## config.mk

```make
export PLATFORM = sky130hd
export DESIGN_NAME = ps2_rx
export DESIGN_NICKNAME = d
export VERILOG_FILES = /design/src/rtl/ps2_rx_pkg.sv /design/src/rtl/ps2_rx_filter.sv /design/src/rtl/ps2_rx.sv
export SDC_FILE = /design/constraint.sdc
export NUM_CORES = 1
export LEC_CHECK = 0
export CAP_MARGIN = 30
export CELL_PAD_IN_SITES_DETAIL_PLACEMENT = 2
export CELL_PAD_IN_SITES_GLOBAL_PLACEMENT = 2
export CORE_ASPECT_RATIO = 2
export CORE_MARGIN = 3
export CORE_UTILIZATION = 41
export DETAILED_ROUTE_END_ITERATION = 6
export GPL_ROUTABILITY_DRIVEN = 0
export PLACE_DENSITY_LB_ADDON = 0.1
export SYNTH_ARGS = -nofsm -noshare
export SYNTH_HDL_FRONTEND = slang
export SYNTH_HIERARCHICAL = 1
export SYNTH_SLANG_ARGS = --single-unit
```

## constraint.sdc

```tcl
create_clock -name clock -period 2.2 [get_ports clock]
set_input_delay 0.22 -clock clock [delete_from_list [all_inputs] [get_ports clock]]
set_output_delay 0.22 -clock clock [all_outputs]
set_load 0.03 [all_outputs]
```

## src/rtl/ps2_rx_pkg.sv

```systemverilog
// Shared definitions for the PS/2 receive path: FSM encodings, frame size,
// and the stop-bit acceptance check.
package ps2_rx_pkg;

  localparam int FRAME_DATA_BITS = 8;

  typedef enum logic [1:0] {
    ST_IDLE   = 2'd0,
    ST_DATA   = 2'd1,
    ST_PARITY = 2'd2,
    ST_STOP   = 2'd3
  } state_t;

  // A frame is good when the stop bit is high and data+parity has odd weight.
  function automatic logic frame_ok(input logic [FRAME_DATA_BITS-1:0] sr,
                                    input logic parity,
                                    input logic stop);
    return stop & (^{sr, parity});
  endfunction

endpackage

```

## src/rtl/ps2_rx_filter.sv

```systemverilog
// Pin conditioner: 2-FF synchronizer followed by a run-length glitch filter.
// The filtered level only changes after FILTER_LEN consecutive synchronized
// samples disagree with it; fall pulses for one cycle on a 1->0 change.
module ps2_rx_filter #(
  parameter int FILTER_LEN = 8
) (
  input  logic clock,
  input  logic reset_n,
  input  logic pin,
  output logic level,
  output logic fall
);

  localparam int CW = $clog2(FILTER_LEN + 1);

  logic          meta;
  logic          sync;
  logic [CW-1:0] run_cnt;

  // Two-stage synchronizer; resets to the idle-bus level.
  always_ff @(posedge clock or negedge reset_n) begin
    if (!reset_n) begin
      meta <= 1'b1;
      sync <= 1'b1;
    end else begin
      meta <= pin;
      sync <= meta;
    end
  end

  // Count disagreeing samples; flip the level on the FILTER_LEN-th one.
  always_ff @(posedge clock or negedge reset_n) begin
    if (!reset_n) begin
      level   <= 1'b1;
      fall    <= 1'b0;
      run_cnt <= '0;
    end else if (sync != level) begin
      if (run_cnt == CW'(FILTER_LEN - 1)) begin
        level   <= sync;
        fall    <= level;
        run_cnt <= '0;
      end else begin
        fall    <= 1'b0;
        run_cnt <= run_cnt + CW'(1);
      end
    end else begin
      fall    <= 1'b0;
      run_cnt <= '0;
    end
  end

endmodule

```

## src/rtl/ps2_rx.sv

```systemverilog
// Receive-only PS/2 deserializer. Each valid 11-bit frame (start, 8 data
// LSB-first, odd parity, stop) yields one byte on ps2_data with a one-cycle
// ps2_hit; parity, stop or mid-frame timeout failures pulse ps2_err.
//
//  state     | meaning
//  ----------+------------------------------------------------------------
//  ST_IDLE   | waiting for a start bit (data low on a clock fall)
//  ST_DATA   | shifting in the 8 data bits, LSB first
//  ST_PARITY | next fall carries the parity bit
//  ST_STOP   | next fall carries the stop bit; frame is judged here
module ps2_rx
  import ps2_rx_pkg::*;
#(
  parameter int FILTER_LEN = 8,
  parameter int TIMEOUT    = 10000
) (
  input  logic       clock,
  input  logic       reset_n,
  input  logic       ps2_clk,
  input  logic       ps2_dat,
  output logic [7:0] ps2_data,
  output logic       ps2_hit,
  output logic       ps2_err
);

  localparam int TW   = $clog2(TIMEOUT + 1);
  localparam int CNTW = $clog2(FRAME_DATA_BITS + 1);

  logic bit_evt;
  logic dat;
  logic clk_level;
  logic dat_fall;
  logic unused_filter;

  state_t                     state;
  state_t                     state_nxt;
  logic [FRAME_DATA_BITS-1:0] sr;
  logic [CNTW-1:0]            bit_cnt;
  logic                       parity_bit;
  logic [TW-1:0]              to_cnt;

  logic start_ok;
  logic shift_en;
  logic par_en;
  logic stop_ok;
  logic stop_bad;
  logic timeout_hit;

  ps2_rx_filter #(.FILTER_LEN(FILTER_LEN)) u_clk_filter (
    .clock   (clock),
    .reset_n (reset_n),
    .pin     (ps2_clk),
    .level   (clk_level),
    .fall    (bit_evt)
  );

  ps2_rx_filter #(.FILTER_LEN(FILTER_LEN)) u_dat_filter (
    .clock   (clock),
    .reset_n (reset_n),
    .pin     (ps2_dat),
    .level   (dat),
    .fall    (dat_fall)
  );

  // The clock level and data edge are not needed by the frame logic.
  assign unused_filter = clk_level ^ dat_fall;

  // State register.
  always_ff @(posedge clock or negedge reset_n) begin
    if (!reset_n) state <= ST_IDLE;
    else          state <= state_nxt;
  end

  // Next-state: advance on bit events; a timeout from any active state aborts.
  always_comb begin
    state_nxt = state;
    unique case (state)
      ST_IDLE:   if (bit_evt && !dat) state_nxt = ST_DATA;
      ST_DATA:   if (bit_evt && bit_cnt == CNTW'(FRAME_DATA_BITS - 1)) state_nxt = ST_PARITY;
      ST_PARITY: if (bit_evt) state_nxt = ST_STOP;
      ST_STOP:   if (bit_evt) state_nxt = ST_IDLE;
      default:   state_nxt = ST_IDLE;
    endcase
    if (timeout_hit) state_nxt = ST_IDLE;
  end

  // Per-state strobes; a bit event in the expiry cycle suppresses the timeout.
  always_comb begin
    start_ok    = (state == ST_IDLE)   && bit_evt && !dat;
    shift_en    = (state == ST_DATA)   && bit_evt;
    par_en      = (state == ST_PARITY) && bit_evt;
    stop_ok     = (state == ST_STOP)   && bit_evt &&  frame_ok(sr, parity_bit, dat);
    stop_bad    = (state == ST_STOP)   && bit_evt && !frame_ok(sr, parity_bit, dat);
    timeout_hit = (state != ST_IDLE)   && !bit_evt && (to_cnt == TW'(TIMEOUT - 1));
  end

  // Shift register, bit counter and parity capture.
  always_ff @(posedge clock or negedge reset_n) begin
    if (!reset_n) begin
      sr         <= '0;
      bit_cnt    <= '0;
      parity_bit <= 1'b0;
    end else begin
      if (start_ok) bit_cnt <= '0;
      if (shift_en) begin
        sr      <= {dat, sr[FRAME_DATA_BITS-1:1]};
        bit_cnt <= bit_cnt + CNTW'(1);
      end
      if (par_en) parity_bit <= dat;
    end
  end

  // Inactivity counter: idle-held, cleared by every bit event and on expiry.
  always_ff @(posedge clock or negedge reset_n) begin
    if (!reset_n)                                      to_cnt <= '0;
    else if (state == ST_IDLE || bit_evt || timeout_hit) to_cnt <= '0;
    else                                               to_cnt <= to_cnt + TW'(1);
  end

  // Registered outputs; ps2_data only moves on a good frame.
  always_ff @(posedge clock or negedge reset_n) begin
    if (!reset_n) begin
      ps2_data <= '0;
      ps2_hit  <= 1'b0;
      ps2_err  <= 1'b0;
    end else begin
      ps2_hit <= stop_ok;
      ps2_err <= stop_bad | timeout_hit;
      if (stop_ok) ps2_data <= sr;
    end
  end

endmodule

```

# --- Yosys cells after proc, flatten, opt, wreduce, memory -nomap -nowiden ---
# Index checks and enable logic that the tools add are counted.
word_totals:
  register_bits: 54
  out_inout_bits: 10
  elab_cells: 74
  inputBits: 4
classes:
  reduce_logical: 23
  bitwise: 2
  n_mux: 15
  n_addsub: 4
  n_eq_ne: 13
ops:
  columns: ["cell", "count"]
  rows:
  - ["two-way mux 4 bit", 6]
  - ["adder 14 x 1 -> 14 bit (second input constant)", 1]
  - ["equality test 14 bit (second input constant)", 1]
  - ["two-way mux 14 bit", 1]
  - ["adder 4 x 1 -> 4 bit (second input constant)", 3]
  - ["equality test 4 x 3 -> 1 bit (second input constant)", 3]
  - ["logical AND 1 bit", 11]
  - ["two-way mux 2 bit", 5]
  - ["parity 9 bit", 1]
  - ["one-hot mux 2 bit (4 select lines)", 1]
  - ["inequality test 3 x 2 -> 1 bit (second input constant)", 2]
  - ["inequality test 3 bit (second input constant)", 2]
  - ["equality test 2 bit (second input constant)", 2]
  - ["AND reduction 2 bit", 2]
  - ["AND reduction 4 bit", 1]
  - ["nonzero test 2 bit", 2]
  - ["logical NOT 1 bit", 3]
  - ["equality test 2 x 1 -> 1 bit (second input constant)", 1]
  - ["logical NOT 2 bit", 1]
  - ["logical OR 1 bit", 2]
  - ["two-way mux 1 bit", 2]
  - ["inequality test 1 bit", 2]
  - ["AND 1 bit", 1]
  - ["OR 1 bit", 1]

# --- Depth between registers and ports, before layout ---
depth:
  word_depth: 5
  ltp_mapped: 7
  ltp_nobuf: 6

# --- Hierarchy ---
# Netlist, hierarchy kept.
modules_own_cells:
  columns: ["module", "cells_per_inst", "area_per_inst_um2", "seq_area_each_um2", "n_inst"]
  rows:
  - ["ps2_rx", 156, 1833.0, 975.9, 1]
  - ["ps2_rx_filter", 21, 321.6, 203.9, 2]

# --- Least setup slack after synthesis ---
# No wires, ideal clock.
synth_path:
  path_type: "register to register"
  start: "register sr[1]"
  end: "register ps2_data[0]"
  stages_incl_launch_ff: 6
  n_path_buf: 0
  slack_ps: 401
  period_less_slack_ps: 1799
  t_arrival_ps: 1674
  required_ps: 2075
  setup_ps: 125
  cell_sequence: "dfrtp_1 > xnor2_1 > xnor3_1 > xnor2_2 > nand4_4 > mux2_2"
synth_between:
  elab_chain_len: 3
synth_lines:
  columns: ["item", "line_no", "text"]
  rows:
  - ["start, declared", "ps2_rx.sv:37", "logic [FRAME_DATA_BITS-1:0] sr;"]
  - ["start signal, assigned", "ps2_rx.sv:106", "sr <= {dat, sr[FRAME_DATA_BITS-1:1]};"]
  - ["parity 9 bit", "ps2_rx_pkg.sv:18", "return stop & (^{sr, parity});"]
  - ["AND 1 bit", "ps2_rx_pkg.sv:18", null]
  - ["logical AND 1 bit", "ps2_rx.sv:92", "stop_ok = (state == ST_STOP) && bit_evt && frame_ok(sr, parity_bit, dat);"]
  - ["end signal, assigned", "ps2_rx.sv:129", "if (stop_ok) ps2_data <= sr;"]
  - ["end, declared", "ps2_rx.sv:21", "output logic [7:0] ps2_data,"]
# No other way between the ends.
# A chain may end at the register's enable or synchronous reset.

# --- Final worst setup path ---
layout_path:
  start: "register sr[1]"
  end: "register ps2_data[7]"
# The elaborated chain is that of the path after synthesis.

==> qor.txt <==
Commonest cells after routing, fill and taps aside: dfrtp_1, nor2_1, mux2_2
DRT Pass-1 Iters: 4
Initial antenna violation count: 0
Layout area overhead: 14.3%
CTS root buf: clkbuf_16
Final hold slack: 0.347 ns
Worst min path class: input port to flop
Syn. warnings: 6
Die Wd: 60.6 µm
# IOs: 14
Die H: 115 µm
HPWL Detailed: 4050 µm
Status: finished clean
Setup-failing EPs final: 0
Placeable Area: 0.00576 mm²
Final hold vios: 0
Layout cell share with drive strength beyond 1: 0.189
Final Max Slew Viols: 0
Buffers on Ports: 13
Required time of the critical path: 2.37 ns
Initial core utilization: 0.424
Vias per inst: 5.46
Maximum vdd ir drop: 627 µV
DR DRC count: 0
Final min period: 1.99 ns
Pwr Density: 916 mW/mm²
GRT overflow: 0
Drt wl/cell: 20.1 µm
Max-slew headroom: 0.668
Fin nets: 228
Global-route wire length before repair: 9320 µm
Number of global-route vias before repair: 1865
Antenna violation net count after detailed routing: 0
H-tree lvl count: 2
GRT Util Overall: 0.185
CTS Buffer Depth: 2
Worst Setup End Kind: flop
Vias: 1519
Iteration-0 DRC Markers: 27
Avg Inst Size Synth: 12.5 µm²
Nature of the critical path startpoint: flop
Syn Inst Count: 196
Worst-Margin Slew: 0.498 ns
Commonest non-fill, non-tap cell in the layout: dfrtp_1
Clk sinks: 54
Final wirelength: 5600 µm
Ant. Diodes: 0
Full die area: 0.00698 mm²
Max Fclk: 501 MHz
Post-layout util: 0.485
CTS tree: yes
Crit-path max FO: 9
Worst-path clk slew: 0.06 ns
RSZ-0062 raised after global routing: false
Tcrit/Tclk final: 0.907
Core Rows: 39
CP Data Arrival Time: 2.16 ns
Mapped cell area: 0.00244 mm²
Largest net degree at the start of global routing: 24
Setup TNS: 0 ns
Total CTS buffers: 5
Critical path class: flop to flop
Synthesized netlist net count: 208
P_leak: 1.38 nW
Maxcap violations: 0
Final Power: 2.56 mW
Skew final: 0.00576 ns
Worst-skew pair later-pin latency: 0.29 ns
## sequential cells by signal (all words and copies together) (netlist names)
register and flops:
to_cnt 14, ps2_data 8, sr 8, bit_cnt 4
u_clk_filter/run_cnt 4, u_dat_filter/run_cnt 4, state 2, parity_bit 1
ps2_err 1, ps2_hit 1, u_clk_filter/fall 1, u_clk_filter/level 1
u_clk_filter/meta 1, u_clk_filter/sync 1, u_dat_filter/level 1, u_dat_filter/meta 1
u_dat_filter/sync 1
## critical path: stages, from the launching register on
cell and delay [ns]:
dfrtp_1 0.42, xnor2_1 0.17, xnor3_1 0.46, xnor2_2 0.25, nand4_4 0.23, mux2_2 0.35
## layout make-up
type	instances	area (µm²)
fillers	580	2970
flip-flops and latches	54	1360
multi-input cells	133	1050
repair buffers	16	150
clock buffers	8	136
well taps	61	76.3
inverters	6	22.5
## routing by layer
| layer | GRT usage | vias up | share of wire |
|---|---|---|---|
| met4 | 0.0666 | 0 | 0.020 |
| met3 | 0.0348 | 8 | 0.018 |
| li1 | - | 701 | - |
| met1 | 0.177 | 794 | 0.34 |
| met5 | 0 | - | 0 |
| met2 | 0.363 | 16 | 0.62 |
## metrics by stage
stage               setup WS (ns)  area, µm²  std cells
finish                      0.205       2790        278
CTS                         0.174       2790        278
global placement            0.277       2640        269
floorplan                   0.401       2440        196
global route               0.0778       2790        278
detailed placement          0.218       2640        269
## power by group
group | total (mW) | internal [mW] | switching (mW)
sequential | 1.26 | 1.12 | 0.135
clock | 0.754 | 0.424 | 0.330
combinational | 0.550 | 0.226 | 0.323
## final timing paths
path,depth (start not counted),endpoint,slack [ns],start
max in group asynchronous,3,u_clk_filter/meta,1.13,reset_n
min reg2reg,0,u_dat_filter/sync,0.36,u_dat_filter/meta
max,5,ps2_data[7],0.21,sr[1]
max reg2reg,5,ps2_data[7],0.21,sr[1]
min,1,u_dat_filter/meta,0.35,ps2_dat
min in group asynchronous,2,to_cnt[0],0.38,reset_n
## repair_timing
action,4_1_cts,5_1_grt
gates resized for setup,0,1
hold buffers,1,0
endpoints found under the hold margin,11,0
setup buffers,0,0
setup endpoints to repair,0,2
No activity file was read; power rests on OpenSTA's default activity.
